File: config.mk
export PLATFORM = sky130hd
export DESIGN_NAME = mult_div_ctrl
export DESIGN_NICKNAME = d
export VERILOG_FILES = /design/src/rtl/mult_div_ctrl_pkg.sv /design/src/rtl/mult_div_ctrl.sv
export SDC_FILE = /design/constraint.sdc
export NUM_CORES = 1
export LEC_CHECK = 0
export ABC_AREA = 1
export CORE_ASPECT_RATIO = 0.5
export CORE_MARGIN = 4
export CORE_UTILIZATION = 55
export CTS_BUF_LIST = sky130_fd_sc_hd__clkbuf_8
export DETAILED_ROUTE_END_ITERATION = 8
export GPL_TIMING_DRIVEN = 0
export HOLD_SLACK_MARGIN = 0.06
export PLACE_DENSITY = 0.75
export SLEW_MARGIN = 20
export SYNTH_ARGS = -nofsm -noshare
export SYNTH_HDL_FRONTEND = slang
export SYNTH_SLANG_ARGS = --single-unit
File: constraint.sdc
create_clock -name clock -period 11.3 [get_ports clock]
set_clock_uncertainty 0.1 [all_clocks]
set_input_delay 2.26 -clock clock [delete_from_list [all_inputs] [get_ports clock]]
set_output_delay 2.26 -clock clock [all_outputs]
set_load 0.01 [all_outputs]
File: src/rtl/mult_div_ctrl_pkg.sv
// Shared definitions for the iterative signed multiply/divide unit:
// FSM states, operation encoding and default iteration count.
package mult_div_ctrl_pkg;

  localparam int unsigned ITER_COUNT = 32;

  typedef enum logic [2:0] {
    StIdle  = 3'd0,
    StPrep  = 3'd1,
    StIter  = 3'd2,
    StFixup = 3'd3,
    StDone  = 3'd4
  } state_e;

  typedef enum logic {
    OP_MULT = 1'b0,
    OP_DIV  = 1'b1
  } op_e;

  // Unsigned magnitude of a two's-complement word; 0x80000000 maps to 2^31.
  function automatic logic [31:0] abs32(input logic [31:0] v);
    return v[31] ? (~v + 32'd1) : v;
  endfunction

endpackage

File: src/rtl/mult_div_ctrl.sv
// Iterative signed MULT/DIV unit: one shift-add or restoring shift-subtract step
// per cycle, sign fixup at the end, results held in HI/LO.
module mult_div_ctrl #(
  parameter int unsigned ITER_COUNT = mult_div_ctrl_pkg::ITER_COUNT
) (
  input  logic        clock,
  input  logic        reset,
  input  logic        start,
  input  logic        op,
  input  logic [31:0] rs_val,
  input  logic [31:0] rt_val,
  output logic        busy,
  output logic        done,
  output logic        div_zero,
  output logic [31:0] hi,
  output logic [31:0] lo
);
  import mult_div_ctrl_pkg::*;

  localparam int unsigned CntW = $clog2(ITER_COUNT + 1);

  state_e          state_q, state_d;
  op_e             op_q;
  logic [31:0]     a_q, b_q;
  logic [31:0]     mag_a_q, mag_b_q;
  logic            qneg_q, rneg_q;
  logic [63:0]     acc_q;
  logic [CntW-1:0] cnt_q;
  logic [31:0]     hi_q, lo_q;
  logic            done_q, div_zero_q;

  logic            last_iter;
  logic            div_by_zero;
  logic [32:0]     add_sum, sub_diff;
  logic [63:0]     acc_step;
  logic [63:0]     prod_fix;
  logic [31:0]     hi_fix, lo_fix;

  assign last_iter   = (cnt_q == CntW'(ITER_COUNT - 1));
  assign div_by_zero = (op_q == OP_DIV) && (b_q == 32'd0);

  always_comb begin
    state_d = state_q;
    case (state_q)
      StIdle:  if (start) state_d = StPrep;
      StPrep:  state_d = div_by_zero ? StDone : StIter;
      StIter:  if (last_iter) state_d = StFixup;
      StFixup: state_d = StDone;
      StDone:  state_d = StIdle;
      default: state_d = StIdle;
    endcase
  end

  // MULT keeps the multiplier in acc[31:0] and the partial product above it;
  // DIV keeps the partial remainder in acc[63:32] and shifts quotient bits in.
  always_comb begin
    add_sum  = {1'b0, acc_q[63:32]} + (acc_q[0] ? {1'b0, mag_a_q} : 33'd0);
    sub_diff = acc_q[63:31] - {1'b0, mag_b_q};
    if (op_q == OP_MULT) begin
      acc_step = {add_sum, acc_q[31:1]};
    end else if (sub_diff[32]) begin
      acc_step = {acc_q[62:0], 1'b0};
    end else begin
      acc_step = {sub_diff[31:0], acc_q[30:0], 1'b1};
    end
  end

  always_comb begin
    prod_fix = qneg_q ? (~acc_q + 64'd1) : acc_q;
    if (op_q == OP_MULT) begin
      hi_fix = prod_fix[63:32];
      lo_fix = prod_fix[31:0];
    end else begin
      hi_fix = rneg_q ? (~acc_q[63:32] + 32'd1) : acc_q[63:32];
      lo_fix = qneg_q ? (~acc_q[31:0] + 32'd1) : acc_q[31:0];
    end
  end

  always_ff @(posedge clock or posedge reset) begin
    if (reset) begin
      state_q <= StIdle;
    end else begin
      state_q <= state_d;
    end
  end

  always_ff @(posedge clock or posedge reset) begin
    if (reset) begin
      op_q       <= OP_MULT;
      a_q        <= '0;
      b_q        <= '0;
      mag_a_q    <= '0;
      mag_b_q    <= '0;
      qneg_q     <= 1'b0;
      rneg_q     <= 1'b0;
      acc_q      <= '0;
      cnt_q      <= '0;
      hi_q       <= '0;
      lo_q       <= '0;
      done_q     <= 1'b0;
      div_zero_q <= 1'b0;
    end else begin
      done_q     <= (state_q == StDone);
      div_zero_q <= (state_q == StDone) && div_by_zero;
      case (state_q)
        StIdle: begin
          if (start) begin
            op_q <= op_e'(op);
            a_q  <= rs_val;
            b_q  <= rt_val;
          end
        end
        StPrep: begin
          mag_a_q <= abs32(a_q);
          mag_b_q <= abs32(b_q);
          qneg_q  <= a_q[31] ^ b_q[31];
          rneg_q  <= a_q[31];
          cnt_q   <= '0;
          acc_q   <= {32'd0, (op_q == OP_MULT) ? abs32(b_q) : abs32(a_q)};
        end
        StIter: begin
          acc_q <= acc_step;
          cnt_q <= cnt_q + 1'b1;
        end
        StFixup: begin
          hi_q <= hi_fix;
          lo_q <= lo_fix;
        end
        default: ;
      endcase
    end
  end

  assign busy     = (state_q != StIdle);
  assign done     = done_q;
  assign div_zero = div_zero_q;
  assign hi       = hi_q;
  assign lo       = lo_q;

endmodule
==> results of run 1 <==
==> kinds of logic (layout without fill, tap and decap cells) <==
logic type	after synthesis	in the layout	synth area share [%]
buffers and inverters	525	735	10.0
flip-flops	270	270	33.1
adder cells (fa/ha/maj)	71	71	4.42
AO/OA/AOI/OAI	416	416	11.4
multiplexers	11	11	0.606
XOR/XNOR	78	78	3.34
AND/OR/NAND/NOR	1798	1798	37.2
==> routing by layer <==
metal,routed length (um),track usage [%]
met5,39,0
met4,1930,9.03
met3,13100,16.7
met2,29800,51.2
met1,33700,56.2
==> path summary, 6_finish.rpt <==
path,start,end,slack (ps),depth (start not counted)
max reg2reg,acc_q[32]$_DFFE_PP0P_,acc_q[61]$_DFFE_PP0P_,8140,15
min reg2reg,hi[7]$_DFFE_PP0N_,hi[7]$_DFFE_PP0N_,380,2
max,state_q[0]$_DFFE_PP0P_,busy,7080,3
min in group asynchronous,reset,lo[1]$_DFFE_PP0N_,2080,2
max in group asynchronous,reset,acc_q[52]$_DFFE_PP0P_,7680,4
min,hi[7]$_DFFE_PP0N_,hi[7]$_DFFE_PP0N_,380,2
==> worst max-delay path, delay by kind of cell, from the launching register on <==
family / cells / cell delay (ps)
buffers and inverters: 1 / 500
DFF: 1 / 440
and+or+nand+nor: 2 / 320
==> through the flow <==
step | hold slack, ps | setup WS [ps] | TNS, ps | area (um2) | total power [uW]
floorplan | 342 | 1500 | 0 | 20400 | 5120
finish | 378 | 7080 | 0 | 23300 | 8090
global route | 400 | 6990 | 0 | 23300 | 8620
detailed placement | 365 | 6950 | 0 | 22500 | 6930
CTS | 383 | 7070 | 0 | 23300 | 7850
global placement | 362 | -1910 | -504590 | 22400 | 6850
==> area by class of cell <==
cell class | instances | area, um2 | area share, %
buffer | 109 | 485 | 2.08
tap | 484 | 606 | 2.59
clock inverter | 23 | 185 | 0.793
clock buffer | 51 | 702 | 3.01
sequential | 270 | 6760 | 29.0
timing repair buffer | 136 | 1400 | 5.98
inverter | 416 | 1570 | 6.72
multi-input combinational | 2374 | 11600 | 49.9
==> placed cells by master (no fill, tap or decap), types with 21 or more instances in the layout <==
cell and instances:
a21oi_1 141, clkbuf_1 67, clkbuf_8 51, clkdlybuf4s50_1 134, dfrtp_1 270, ha_1 69, inv_1 408, nand2_1 1042
nand3_1 267, nand4_1 33, nor2_1 327, nor3_1 34, o211ai_1 25, o21ai_0 160, o21ai_1 21, xor2_1 66
==> power breakdown <==
group	switching, uW	total (uW)	internal, uW
Clock	451	911	460
Sequential	437	1850	1410
Combinational	3660	5330	1670
Total	4550	8090	3550
==> flip-flops by register name, summed over array words and instances, names as in the netlist <==
name      count
b_q          32
op_q          1
mag_b_q      32
hi           32
qneg_q        1
done          1
cnt_q         6
rneg_q        1
state_q       3
lo           32
mag_a_q      32
acc_q        64
div_zero      1
a_q          32
==> results.rst, run 1 <==
.. list-table::
   :header-rows: 1

   * - Metric
     - Value
   * - First-pass GRT wire length
     - 117 mm
   * - Cell types with the largest area share after synthesis
     - dfrtp_1, nand2_1, inv_1
   * - Final Instance Count excl. Fillers
     - 3863
   * - Largest net degree at the start of global routing
     - ~110
   * - Io pins
     - 135
   * - Final core utilization
     - 64.3%
   * - Register area share after synthesis
     - 33.1%
   * - Post-DP HPWL
     - 63.2 mm
   * - Critical Path, Cell by Cell
     - nor2_1, nand2_1, clkdlybuf4s50_1
   * - Cts bufs inserted
     - 42
   * - Count of inserted antenna diode cells
     - 0
   * - Final wirelength
     - 78.6 mm
   * - Yosys Warn Count
     - 0
   * - Die Span X
     - 281 um
   * - Critical path fanouts, max
     - 6
   * - Yosys top cell by area
     - dfrtp_1
   * - Fin crit share
     - 37.4%
   * - Cell Count Post-Placement
     - 3789
   * - Ratio of cells with drive above 1 in the final layout
     - 5.53%
   * - Flip-flop and latch count after synthesis
     - 270
   * - Sort of element at the start of the critical path
     - flop
   * - Max rail drop VDD
     - approximately 0.20 mV
   * - GP Congestion
     - 1.06
   * - Worst min path class
     - reg2reg
   * - Setup repair bufs after CTS
     - 0
   * - RSZ-0062 raised after global routing
     - no
   * - Via count of the routed design
     - 22238
   * - Aggregate global routing overflow
     - 0
   * - Main flop type after synthesis
     - dfrtp_1
   * - DIE AREA
     - just over 0.04 mm2
   * - Buffer levels on the longest clock path
     - 3
   * - Initial DRC count
     - approximately 3000
   * - Actual slew at the worst max-slew pin
     - approximately 1100 ps
   * - Required arrival time at the worst endpoint
     - 8940 ps
   * - Maximum clock rate
     - 237 MHz
   * - Signed area change from the synthesized netlist to the final layout
     - 14.2%
   * - Syn avg cell area
     - 6.45 um2
   * - Cell with the most instances after synthesis
     - nand2_1
   * - Global-route usage over all layers
     - 38.3%
   * - Area of the core
     - 0.0363 mm2
   * - Leak Pwr
     - 0.0122 uW
   * - Antenna violations before repair
     - 2
   * - Via count of the first global-routing pass
     - 19847
   * - Count of endpoints failing setup in the final report
     - 0
   * - CP Capture Type
     - output port
   * - Number of resized instances in the post-cts repair step
     - 0
   * - CTS tree
     - built
   * - Worst endpoint data arrival time
     - 1860 ps
   * - Hold Vio Cnt, Final
     - 0
   * - Post-Synthesis Net Count
     - about 3300
   * - Area of the mapped netlist
     - 0.0204 mm2
   * - Max_cap viols
     - 0
   * - Final critical path time including I/O delays and setup
     - about 4200 ps
   * - Yosys cell types
     - 51
   * - Post-detailed-route wirelength per cell
     - 20.3 um
   * - Die height
     - 144 um
   * - Worst-Skew Late Latency
     - 630 ps
   * - Cell with the largest stage delay on the worst path
     - clkdlybuf4s50_1
   * - Status
     - finished clean
   * - PwrDens
     - 347 mW/mm2
   * - DRC violation count after routing
     - 0
   * - Hold-fix buffers, CTS
     - 0
   * - H-tree levels
     - 2
   * - Stage delay of the slowest cell on the critical path
     - ~500 ps
   * - Count of final max-slew check failures
     - 0
   * - Post-CTS clock slew at the launch and capture registers of the worst setup and hold paths
     - ~70 ps
   * - Number of standard cells after synthesis
     - roughly 3200
   * - Synth top cells by count
     - nand2_1, inv_1, nor2_1
   * - Starting utilization of the core area
     - 56.3%
   * - Cell chosen for the clock root
     - clkbuf_8
   * - # clock sinks
     - 270
   * - Fill count
     - 3488
   * - # nets final
     - 3488
   * - Count of flip-flops with a built-in enable after synthesis
     - 0
   * - 1st-pass router iterations
     - 6
   * - ANT nets after route
     - 0
   * - Vias per cell
     - 5.76
   * - Slew margin rel.
     - between 20% and 30%
   * - Core Rows
     - 49
   * - Number of port buffers
     - approximately 130
   * - Top cell type's share of synthesized area
     - ~33%
   * - Share of flip-flops with an asynchronous set or reset
     - 100%
   * - Type of the worst setup path
     - reg2out
Note: power is estimated with default switching activity, not from simulation.
==> run 2: changes to the inputs <==
--- a/config.mk
+++ b/config.mk
@@ -13,7 +13,7 @@
 export DETAILED_ROUTE_END_ITERATION = 8
 export GPL_TIMING_DRIVEN = 0
 export HOLD_SLACK_MARGIN = 0.06
-export PLACE_DENSITY = 0.75
+export PLACE_DENSITY = 0.78
 export SLEW_MARGIN = 20
 export SYNTH_ARGS = -nofsm -noshare
 export SYNTH_HDL_FRONTEND = slang
==> constraint.sdc (replaced) <==
create_clock -name clock -period 3.7 [get_ports clock]
set_clock_uncertainty 0.1 [all_clocks]
set_input_delay 0.74 -clock clock [delete_from_list [all_inputs] [get_ports clock]]
set_output_delay 0.74 -clock clock [all_outputs]
set_load 0.01 [all_outputs]
==> results.rst, run 2 (synthesis results as in run 1) <==
.. list-table::
   :header-rows: 1

   * - Metric
     - Value
   * - ANT nets after route
     - 0 (unchanged)
   * - # nets final
     - 3493 (+0.14%)
   * - Area of combinational cells with multiple inputs
     - 0.0116 mm2 (unchanged)
   * - PwrDens
     - 1050 mW/mm2 (+200%)
   * - Signed area change from the synthesized netlist to the final layout
     - 14.1% (about the same)
   * - Vias per cell
     - 5.82 (+1.1%)
   * - Fill count
     - 3389 (-2.8%)
   * - Number of port buffers
     - 134 (unchanged)
   * - Required arrival time at the worst endpoint
     - 4160 ps (-4780 ps)
   * - Instance area at placement
     - 0.0226 mm2 (+0.45%)
   * - Via count of the routed design
     - 22490 (+1.1%)
   * - Sum of internal, switching and leakage power
     - 24600 uW (+200%)
   * - Final design instance area without fill
     - 0.0233 mm2 (about the same)
   * - Initial DRC count
     - 3141 (+2.2%)
   * - # clock sinks
     - 270 (unchanged)
   * - Number of resized instances in the post-cts repair step
     - 0 (unchanged)
   * - Hold Vio Cnt, Final
     - 0 (unchanged)
   * - First-pass GRT wire length
     - 120 mm (+2.0%)
   * - CP Capture Type
     - flop
   * - Status
     - finished clean
   * - Ratio of cells with drive above 1 in the final layout
     - 5.53% (unchanged)
   * - Sort of element at the start of the critical path
     - flop
   * - 1st-pass router iterations
     - 6 (unchanged)
   * - Leading cell type in the layout, fill and taps excluded
     - nand2_1
   * - Count of final max-slew check failures
     - 0 (unchanged)
   * - Cts bufs inserted
     - 41 (-2.4%)
   * - Slew margin rel.
     - 26.0% (-4.0 points)
   * - Cell chosen for the clock root
     - clkbuf_8
   * - Largest register by flop count
     - acc_q
   * - Post-detailed-route wirelength per cell
     - 20.8 um (+2.1%)
   * - Via count of the first global-routing pass
     - 19891 (+0.22%)
   * - Worst min path class
     - reg2reg
   * - Antenna violations before repair
     - 2 (unchanged)
   * - Area of the core
     - 0.0363 mm2 (unchanged)
   * - Final wirelength
     - 80.3 mm (+2.2%)
   * - Post-CTS clock slew at the launch and capture registers of the worst setup and hold paths
     - 60 ps (about the same)
   * - Die height
     - 144 um (unchanged)
   * - CTS tree
     - built
   * - RSZ-0062 raised after global routing
     - no
   * - Most used cells in the layout excluding fill and tap cells
     - nand2_1, inv_1, nor2_1
   * - Buffer levels on the longest clock path
     - 3 (unchanged)
   * - Worst-Skew Late Latency
     - 630 ps (about the same)
   * - Type of the worst setup path
     - reg2reg
   * - Fin crit share
     - around 88%
   * - Largest net degree at the start of global routing
     - 35 (-67%)
   * - Actual slew at the worst max-slew pin
     - 1110 ps (+59.4 ps)
   * - Aggregate global routing overflow
     - 0 (unchanged)
   * - Final critical path time including I/O delays and setup
     - 3270 ps
   * - Io pins
     - 135 (unchanged)
   * - Flip-flop count of the largest register, all copies and words added
     - 64 (unchanged)
   * - Sequential cell area
     - 0.00676 mm2 (unchanged)
   * - Max rail drop VDD
     - 0.561 mV (+180%)
   * - H-tree levels
     - 2 (unchanged)
   * - Core Rows
     - 49 (unchanged)
   * - Critical path fanouts, max
     - 10 (+4)
   * - Maximum clock rate
     - between 300 and 400 MHz
   * - Worst setup slack after placement
     - 591 ps (-6350 ps)
   * - Global-route usage over all layers
     - 39.2% (+0.99 points)
   * - Setup repair bufs after CTS
     - 0 (unchanged)
   * - Hold-fix buffers, CTS
     - 0 (unchanged)
   * - Leak Pwr
     - 0.0122 uW (about the same)
   * - DIE AREA
     - 0.0405 mm2 (unchanged)
   * - Starting utilization of the core area
     - 56.3% (unchanged)
   * - Max_cap viols
     - 0 (unchanged)
   * - Final setup slack of the worst path
     - 428 ps (-6650 ps)
   * - GP Congestion
     - 1.06 (about the same)
   * - DRC violation count after routing
     - 0 (unchanged)
   * - Post-DP HPWL
     - 65.2 mm (+3.2%)
   * - Count of endpoints failing setup in the final report
     - 0 (unchanged)
   * - Die Span X
     - 281 um (unchanged)
   * - Worst endpoint data arrival time
     - 3730 ps (+1870 ps)
[run 2: cell types whose count changed in the layout (fill, tap and decap cells not counted), sizes merged]
| cell | change |
|---|---|
| diode | +1 |
| clkbuf | -3 |
| bufinv | -2 |
| inv | +1 |
| buf | +6 |
| clkinv | -2 |
[run 2: cell type report]
type | count | share of cell area (%)
inverters | 416 | 6.71
well taps | 484 | 2.60
diodes | 1 | 0.0107
repair buffers | 142 | 6.44
plain buffers | 109 | 2.08
multi-input cells | 2374 | 49.9
flip-flops and latches | 270 | 29.0
clock buffers | 48 | 2.83
clock inverters | 20 | 0.483
[run 2: final timing paths]
check,from,endpoint,slack (ps),depth (start not counted)
setup reg to reg,acc_q[32]$_DFFE_PP0P_,acc_q[56]$_DFFE_PP0P_,430,18
hold / removal,lo[10]$_DFFE_PP0N_,lo[10]$_DFFE_PP0N_,370,2
max in group asynchronous,reset,done$_DFF_PP0_,1410,7
setup / recovery,acc_q[32]$_DFFE_PP0P_,acc_q[56]$_DFFE_PP0P_,430,18
hold reg to reg,lo[10]$_DFFE_PP0N_,lo[10]$_DFFE_PP0N_,370,2
min in group asynchronous,reset,hi[27]$_DFFE_PP0N_,520,2
[run 2: per-layer routing]
metal | GRT usage, % | vias to the layer above | part of all wire, % | wire length (um)
met2 | 52.8 | 1325 | 38 | 30300
met1 | 58.3 | 10535 | 44 | 35600
met5 | 0 | - | 0.025 | 20
met3 | 15.9 | 174 | 15 | 12300
met4 | 9.27 | 2 | 2.6 | 2110
li1 | - | 10454 | - | -
[run 2: worst max-delay path: stages (launching register included)]
cell and delay (ps):
dfrtp_1 660, inv_1 300, fa_1 450, inv_1 80, nand2_1 70, nand2_1 110, nand3_1 100, nand2_2 140
nand2_2 80, nand2_4 110, nand2_4 80, nand2_2 80, nand2_2 80, nand2_4 190, buf_8 200, nand3_2 110
nand3_1 120, nand2_1 90, nand2_1 60
[run 2: stage by stage]
step	instances	TNS, ps	hold WS [ps]	util, %
6_report	3864	0	375	64.3
5_1_grt	3863	0	401	64.3
4_1_cts	3863	0	383	64.3
3_5_place_dp	3795	0	365	62.1
3_3_place_gp	3787	-724390	357	61.7
2_1_floorplan	3169	-191010	342	-
[run 2: report_power, final]
group / switching (uW) / total (uW) / internal, uW
combinational: 11300 / 16400 / 5120
sequential: 1350 / 5670 / 4320
clock: 1330 / 2520 / 1190
